File: config.mk
export PLATFORM = sky130hd
export DESIGN_NAME = pipe_hazard_ctl
export DESIGN_NICKNAME = d
export VERILOG_FILES = /design/src/rtl/pipe_hazard_ctl.sv
export SDC_FILE = /design/constraint.sdc
export NUM_CORES = 1
export LEC_CHECK = 0
export ABC_AREA = 1
export CORE_MARGIN = 2
export CORE_UTILIZATION = 31
export CTS_BUF_LIST = sky130_fd_sc_hd__clkbuf_4 sky130_fd_sc_hd__clkbuf_8 sky130_fd_sc_hd__clkbuf_16
export DETAILED_ROUTE_END_ITERATION = 16
export GPL_TIMING_DRIVEN = 0
export PLACE_DENSITY = 0.69
export SLEW_MARGIN = 0
export SYNTH_ARGS = -nofsm -noshare
export SYNTH_HDL_FRONTEND = slang
export SYNTH_SLANG_ARGS = --single-unit
export TNS_END_PERCENT = 30
File: constraint.sdc
create_clock -name clk -period 1.5 [get_ports clk]
set_clock_uncertainty 0.2 [all_clocks]
set_input_delay 0.3 -clock clk [delete_from_list [all_inputs] [get_ports clk]]
set_output_delay 0.3 -clock clk [all_outputs]
set_load 0.02 [all_outputs]
File: src/rtl/pipe_hazard_ctl.sv
// pipe_hazard_ctl: global stall/flush arbitration for the in-order pipe; PIPE_HAZARD_CTL_PERF_EN enables hazard counters
module pipe_hazard_ctl #(
   parameter int NUM_STAGES    = 5,
   parameter int REDIRECT_STAGE = 2,
   parameter int LOADUSE_STAGE = 2,
   parameter int MC_STAGE      = 2,
   parameter int MC_CYC_W      = 6,
   parameter int RST_FLUSH_CYC = 2,
   parameter int CNT_W         = 16
) (
   input  logic                  clk,
   input  logic                  reset,
   input  logic                  mem_busy,
   input  logic                  redirect_req,
   input  logic                  lw_hazard,
   input  logic                  mc_start,
   input  logic [MC_CYC_W-1:0]   mc_cycles,
   output logic [NUM_STAGES-1:0] stall,
   output logic [NUM_STAGES-1:0] flush,
   output logic                  mc_busy,
   output logic [CNT_W-1:0]      stall_cnt,
   output logic [CNT_W-1:0]      redirect_cnt
);
   localparam int FLUSH_W = $clog2(RST_FLUSH_CYC + 1);
   localparam int CW = (MC_CYC_W > FLUSH_W) ? MC_CYC_W : FLUSH_W;
   localparam logic [NUM_STAGES-1:0] ALL = '1;
   localparam logic [NUM_STAGES-1:0] MC_STALL = ALL >> (NUM_STAGES - 1 - MC_STAGE);
   localparam logic [NUM_STAGES-1:0] MC_FLUSH = NUM_STAGES'(1) << (MC_STAGE + 1);
   localparam logic [NUM_STAGES-1:0] RD_FLUSH = (ALL >> (NUM_STAGES - REDIRECT_STAGE + 1)) << 1;
   localparam logic [NUM_STAGES-1:0] LW_STALL = ALL >> (NUM_STAGES - LOADUSE_STAGE);
   localparam logic [NUM_STAGES-1:0] LW_FLUSH = NUM_STAGES'(1) << LOADUSE_STAGE;

   typedef enum logic [1:0] {RST_FLUSH, RUN, MC_WAIT} stateT;

   stateT         state;
   logic [CW-1:0] cnt;
   logic          mcGo;

   assign mcGo = state == RUN && mc_start && mc_cycles != '0;

   // priority arbitration of the hazard sources into per-stage stall/flush
   always_comb begin
      stall   = '0;
      flush   = '0;
      mc_busy = 1'b0;
      if (state == RST_FLUSH) flush = ALL;
      else if (mem_busy) begin
         stall   = ALL;
         mc_busy = state == MC_WAIT;
      end else if (state == MC_WAIT || mcGo) begin
         stall   = MC_STALL;
         flush   = MC_FLUSH;
         mc_busy = 1'b1;
      end else if (redirect_req) flush = RD_FLUSH;
      else if (lw_hazard) begin
         stall = LW_STALL;
         flush = LW_FLUSH;
      end
   end

   // post-reset flush sequencing and multicycle occupancy tracking
   always_ff @(posedge clk or negedge reset) begin
      if (!reset) begin
         state <= RST_FLUSH;
         cnt   <= CW'(RST_FLUSH_CYC);
      end else begin
         case (state)
            RST_FLUSH: begin
               cnt <= cnt - 1'b1;
               if (cnt == CW'(1)) state <= RUN;
            end
            RUN: if (!mem_busy && mcGo && mc_cycles != MC_CYC_W'(1)) begin
               cnt   <= CW'(mc_cycles - 1'b1);
               state <= MC_WAIT;
            end
            default: if (!mem_busy) begin
               cnt <= cnt - 1'b1;
               if (cnt == CW'(1)) state <= RUN;
            end
         endcase
      end
   end

`ifdef PIPE_HAZARD_CTL_PERF_EN
   logic redirectTake;

   assign redirectTake = state == RUN && !mem_busy && !mcGo && redirect_req;

   // saturating hazard performance counters
   always_ff @(posedge clk or negedge reset) begin
      if (!reset) begin
         stall_cnt    <= '0;
         redirect_cnt <= '0;
      end else begin
         if (stall[0] && stall_cnt != '1) stall_cnt <= stall_cnt + 1'b1;
         if (redirectTake && redirect_cnt != '1) redirect_cnt <= redirect_cnt + 1'b1;
      end
   end
`else
   assign stall_cnt    = '0;
   assign redirect_cnt = '0;
`endif
endmodule

## After elaboration in Yosys (flattened, before gate mapping)

Index checks and enable logic that the tools add are counted.

- Output and inout port bits: 43
- Register bits after elaboration: 8
- Logic and storage cells: 39

- Muxes and demuxes: 20
- Reduce and logical (&&, ||, !) cells: 9
- Eq/ne operators: 6
- $add $sub $neg: 2

Operators by type and width:

| kind | count |
|---|---|
| 5-bit 2-to-1 mux | 3 |
| 6-bit 2-to-1 mux | 2 |
| 6-bit one-hot mux with 2 select lines | 1 |
| 6-bit by 1-bit subtractor with 6-bit output (second input constant) | 2 |
| 2-bit 2-to-1 mux | 5 |
| 3-bit 2-to-1 mux | 3 |
| 4-bit 2-to-1 mux | 2 |
| 6-bit by 1-bit equality test with 1-bit output (second input constant) | 1 |
| 6-bit by 1-bit inequality test with 1-bit output (second input constant) | 1 |
| 6-bit nonzero test | 1 |
| 1-bit logical AND | 4 |
| 2-bit one-hot mux with 2 select lines | 1 |
| 1-bit 2-to-1 mux | 3 |
| 3-bit by 1-bit inequality test with 1-bit output (second input constant) | 1 |
| 2-bit by 1-bit equality test with 1-bit output (second input constant) | 1 |
| 2-bit equality test (second input constant) | 1 |
| 2-bit zero test | 1 |
| 2-bit by 1-bit inequality test with 1-bit output (second input constant) | 1 |
| 2-bit AND reduction | 1 |
| 1-bit zero test | 1 |
| 1-bit logical OR | 1 |

## Depth between registers and ports, before layout

- Depth in word-level cells: 7
- Gate-level depth with buffers: 8

## Worst setup path after synthesis

Ideal clock, no wire load.

- Path kind: reg2out
- From: register state[0]
- To: output stall[1]
- Arrival: 1.677 ns
- Setup slack: -0.677 ns
- Required time: 1.000 ns
- Cell stages (with the launch flop): 6
- Path buffers: 1
- Path through: dfrtp_1 > nor2_1 > inv_1 > nand2_1 > o21ai_0 > buf_4

- Cells in the longest elaborated chain, start to end: 7
- Elaborated cells on any way between the ends: 9
- Classes of those cells: eq/ne: 2; mux: 3; reduce/logical: 4

Ends and longest elaborated chain:

| what | RTL line | text |
|---|---|---|
| start: declaration | 35 | `stateT state;` |
| start signal: assignment | 64 | `state <= RST_FLUSH;` |
| start signal: assignment | 70 | `if (cnt == CW'(1)) state <= RUN;` |
| start signal: assignment | 74 | `state <= MC_WAIT;` |
| 2-bit by 1-bit equality test with 1-bit output | 39 | `assign mcGo = state == RUN && mc_start && mc_cycles != '0;` |
| 1-bit logical AND (2 in a row) | 39 |  |
| 1-bit logical OR | 50 | `end else if (state == MC_WAIT \|\| mcGo) begin` |
| 3-bit 2-to-1 mux | 50 |  |
| 5-bit 2-to-1 mux | 47 | `else if (mem_busy) begin` |
| 5-bit 2-to-1 mux * | 46 | `if (state == RST_FLUSH) flush = ALL;` |
| end: declaration | 18 | `output logic [NUM_STAGES-1:0] stall,` |

Every way passes the cells marked *; elsewhere a longest branch is shown, timed or not.

## Worst setup path in the final report

- From: input mc_cycles[2]
- To: output flush[1]

- Cells in the longest elaborated chain, start to end: 6

Ends and longest elaborated chain:

| what | RTL line | text |
|---|---|---|
| start: declaration | 17 | `input logic [MC_CYC_W-1:0] mc_cycles,` |
| 6-bit nonzero test | 39 |  |
| 1-bit logical AND | 39 |  |
| 1-bit logical OR | 50 |  |
| 4-bit 2-to-1 mux | 50 |  |
| 4-bit 2-to-1 mux | 47 |  |
| 5-bit 2-to-1 mux | 46 |  |
| end: declaration | 19 | `output logic [NUM_STAGES-1:0] flush,` |

Every way passes these cells.

==> results.py <==
metrics = {
    "sta": {
        "final.setup.worst_slack_ns": -0.431,
        "maxSlewViolCount": 0,
        "worst_hold_slack_ns": 0.111,
        "setup_viol": 19,
        "fmax_mhz": 518,
        "fin_crit_sh": 1.29,
        "tns_ns": -5.17,
        "period_needed_ns": 1.93,
        "rsz0062_at_grt": "yes",
        "hold_violations": 0,
    },
    "critical_path": {
        "crit_path_start_kind": "primary input",
        "r2r-end": "cnt[3]",
        "r2r_slack_ns": -0.25,
        "reg2reg_from": "state[1]",
        "endpoint_kind": "output pin",
        "path_class": "in -> out",
        "arrival_ns": 1.43,
        "startpoint": "mc_cycles[2]",
        "crit_end": "flush[1]",
        "reg2regPathDepth": 11,
        "cp_max_fo": 3,
        "cp.required_ns": 1.00,
    },
    "route": {
        "final_antenna_net_count": 0,
        "vias": 954,
        "wl_per_cell_um": 8.15,
        "remaining_drc_errors": 0,
        "dr.pass1.iters": 4,
        "viasPerCell": 3.73,
        "drt-total-wl_mm": 2.09,
        "drt_iter0_drc": 25,
    },
    "final_layout": {
        "synthToLayoutAreaGrowth_pct": 62.3,
        "nFillCells": 328,
        "final_common_cell": "buf_4",
        "n_antenna_cell": 0,
        "layout_common_cells": "buf_4 (47), conb_1 (32), nand2_1 (26)",
        "nets": 230,
        "final_layout_size_suffix_gt1_frac": 0.429,
    },
    "synth": {
        "synthArstFlopShare": 1.00,
        "ys.flop_type": "dfrtp_1",
        "synth_warnings": 0,
        "yosysTopAreaCell": "buf_4",
        "synth.distinct_cells": 24,
        "synth_edf_count": 0,
        "synth_seq_cells": 8,
        "synthCells": 143,
        "syn-cell-area_sq_um": 996,
        "syn_avg_cell_area_sq_um": 6.96,
        "synth_top_cell_area_share": 0.264,
        "synthTopCellsByArea": "buf_4 (26%), dfrtp_1 (18%), nand2_1 (11%)",
        "ys_seq_area_frac": 0.202,
    },
    "grt": {
        "grt_pass1_vias": 809,
        "met2_usage": 0.217,
        "grt_pass1_wl_mm": 3.38,
        "use_met3": 0.0448,
        "grt-busiest-layer": "met2",
        "grt-ovfl-total": 0,
        "grt_use_total": 0.119,
        "grt_use_met1": 0.138,
        "grt_max_degree": 11,
        "antenna_found_initial": 0,
    },
    "power": {
        "irDropWorstVdd_uv": 900,
        "combPwrFrac": 0.766,
        "clock_power_share": 0.070,
        "p_sw_mw": 1.32,
        "p_leak_nw": 0.873,
        "power_density_mw_per_mm2": 1700,
        "swShare": 0.478,
        "pwr-share-seq": 0.163,
        "p_int_mw": 1.44,
    },
    "die": {
        "core_sq_mm": 0.00305,
        "num_rows": 20,
        "dieArea_sq_mm": 0.00368,
        "die_w_um": 60.7,
        "top_level_ports": 55,
        "floorplan.initialDensity": 0.326,
        "die_h_um": 60.7,
    },
    "place": {
        "port_buffers": 22,
        "gp_congestion": 0.789,
        "dpl_worst_slack_ns": -1.23,
        "hpwlAfterDp_mm": 1.62,
    },
    "outcome": {
        "status": "finished with violations",
        "violations": "setup timing",
    },
    "clock_tree": {
        "clock_path_buffers": 2,
        "clock_latency_ns": 0.26,
        "cts_tree": "yes",
        "cts_hold_buf": 0,
        "root_buffer": "clkbuf_4",
        "clkSinkCount": 8,
        "numCtsBuffers": 3,
        "htree_levels": 1,
        "clk_pin_slew_ns": 0.06,
    },
    "worst_hold_path": {
        "hold_path.class": "in -> async",
    },
    "run": {
        "maxCapViolations": 0,
    },
}
## worst min-delay path by stage
stage | start | cells after the start | endpoint | slack, ns
final | reset | 1 | state[1] | 0.11
after global routing | reset | 1 | cnt[4] | 0.14
after CTS | reset | 1 | state[1] | 0.12
after detailed placement | cnt[1] | 2 | cnt[1] | 0.33
after global placement | cnt[1] | 2 | cnt[1] | 0.33
after floorplan | reset | 0 | cnt[0] | -0.20
## power groups by stage
stage,Clock (mW),Sequential (mW),Combinational [mW]
floorplan,0,0.437,1.35
global placement,0,0.466,1.85
detailed placement,0,0.471,1.87
CTS,0.201,0.453,2.00
global route,0.223,0.467,2.33
finish,0.193,0.450,2.11
## flip-flops by register name, indices dropped and copies added, names as in the netlist
| signal | cells |
|---|---|
| state | 2 |
| cnt | 6 |
## per-layer routing
| metal | up-vias | wire, um |
|---|---|---|
| met5 | - | 0 |
| met4 | 0 | 0 |
| met3 | 0 | 160 |
| met2 | 32 | 1080 |
| met1 | 392 | 851 |
| li1 | 530 | - |
## critical path, stage by stage
cell and delay, ns:
dlygate4sd2_1 0.29, nor2_4 0.15, nand3_4 0.12, nand2_4 0.10, nand3_4 0.08, buf_4 0.15, o21ai_2 0.11, buf_6 0.13
## logic make-up after synthesis
group | Yosys count | synth area share
and+or+nand+nor | 57 | 0.269
buffers and inverters | 50 | 0.329
adders and majority gates | 5 | 0.0628
DFF | 8 | 0.202
xor gates and xnor gates | 3 | 0.0264
muxes | 1 | 0.0101
AOI/OAI and AO/OA | 18 | 0.0967
other | 1 | 0.00377
## cells in the mapped netlist (2+ instances only)
cell type  number
nand2_2         2
o21ai_0         8
dfrtp_1         7
xnor2_1         2
buf_4          35
nand3_1        13
nand2_1        28
ha_1            5
nand4_1         2
nor2_1          9
o21ai_1         4
inv_1          13
a21oi_1         4
## what timing repair did
action | CTS | global route
buffers inserted | 6 | 6
gates resized for setup | 68 | 9
pin swaps | 9 | 9
endpoints found under the setup margin | 19 | 19
## layout make-up
class / count / area (sq um) / area share
timing repair buffer: 34 / 302 / 0.187
sequential: 8 / 203 / 0.125
tap: 44 / 55.1 / 0.0341
buffer: 37 / 287 / 0.177
multi-input combinational: 116 / 692 / 0.428
inverter: 13 / 48.8 / 0.0302
clock buffer: 4 / 30.0 / 0.0186
## metrics by stage
step	instances	power (mW)	area [sq um]	util
after floorplan	174	1.79	1190	-
after detailed placement	240	2.34	1460	0.479
final	256	2.76	1620	0.530
after CTS	250	2.65	1550	0.508
after global routing	256	3.02	1620	0.530
after global placement	240	2.32	1460	0.479
Power figures use the tool's default switching activity.
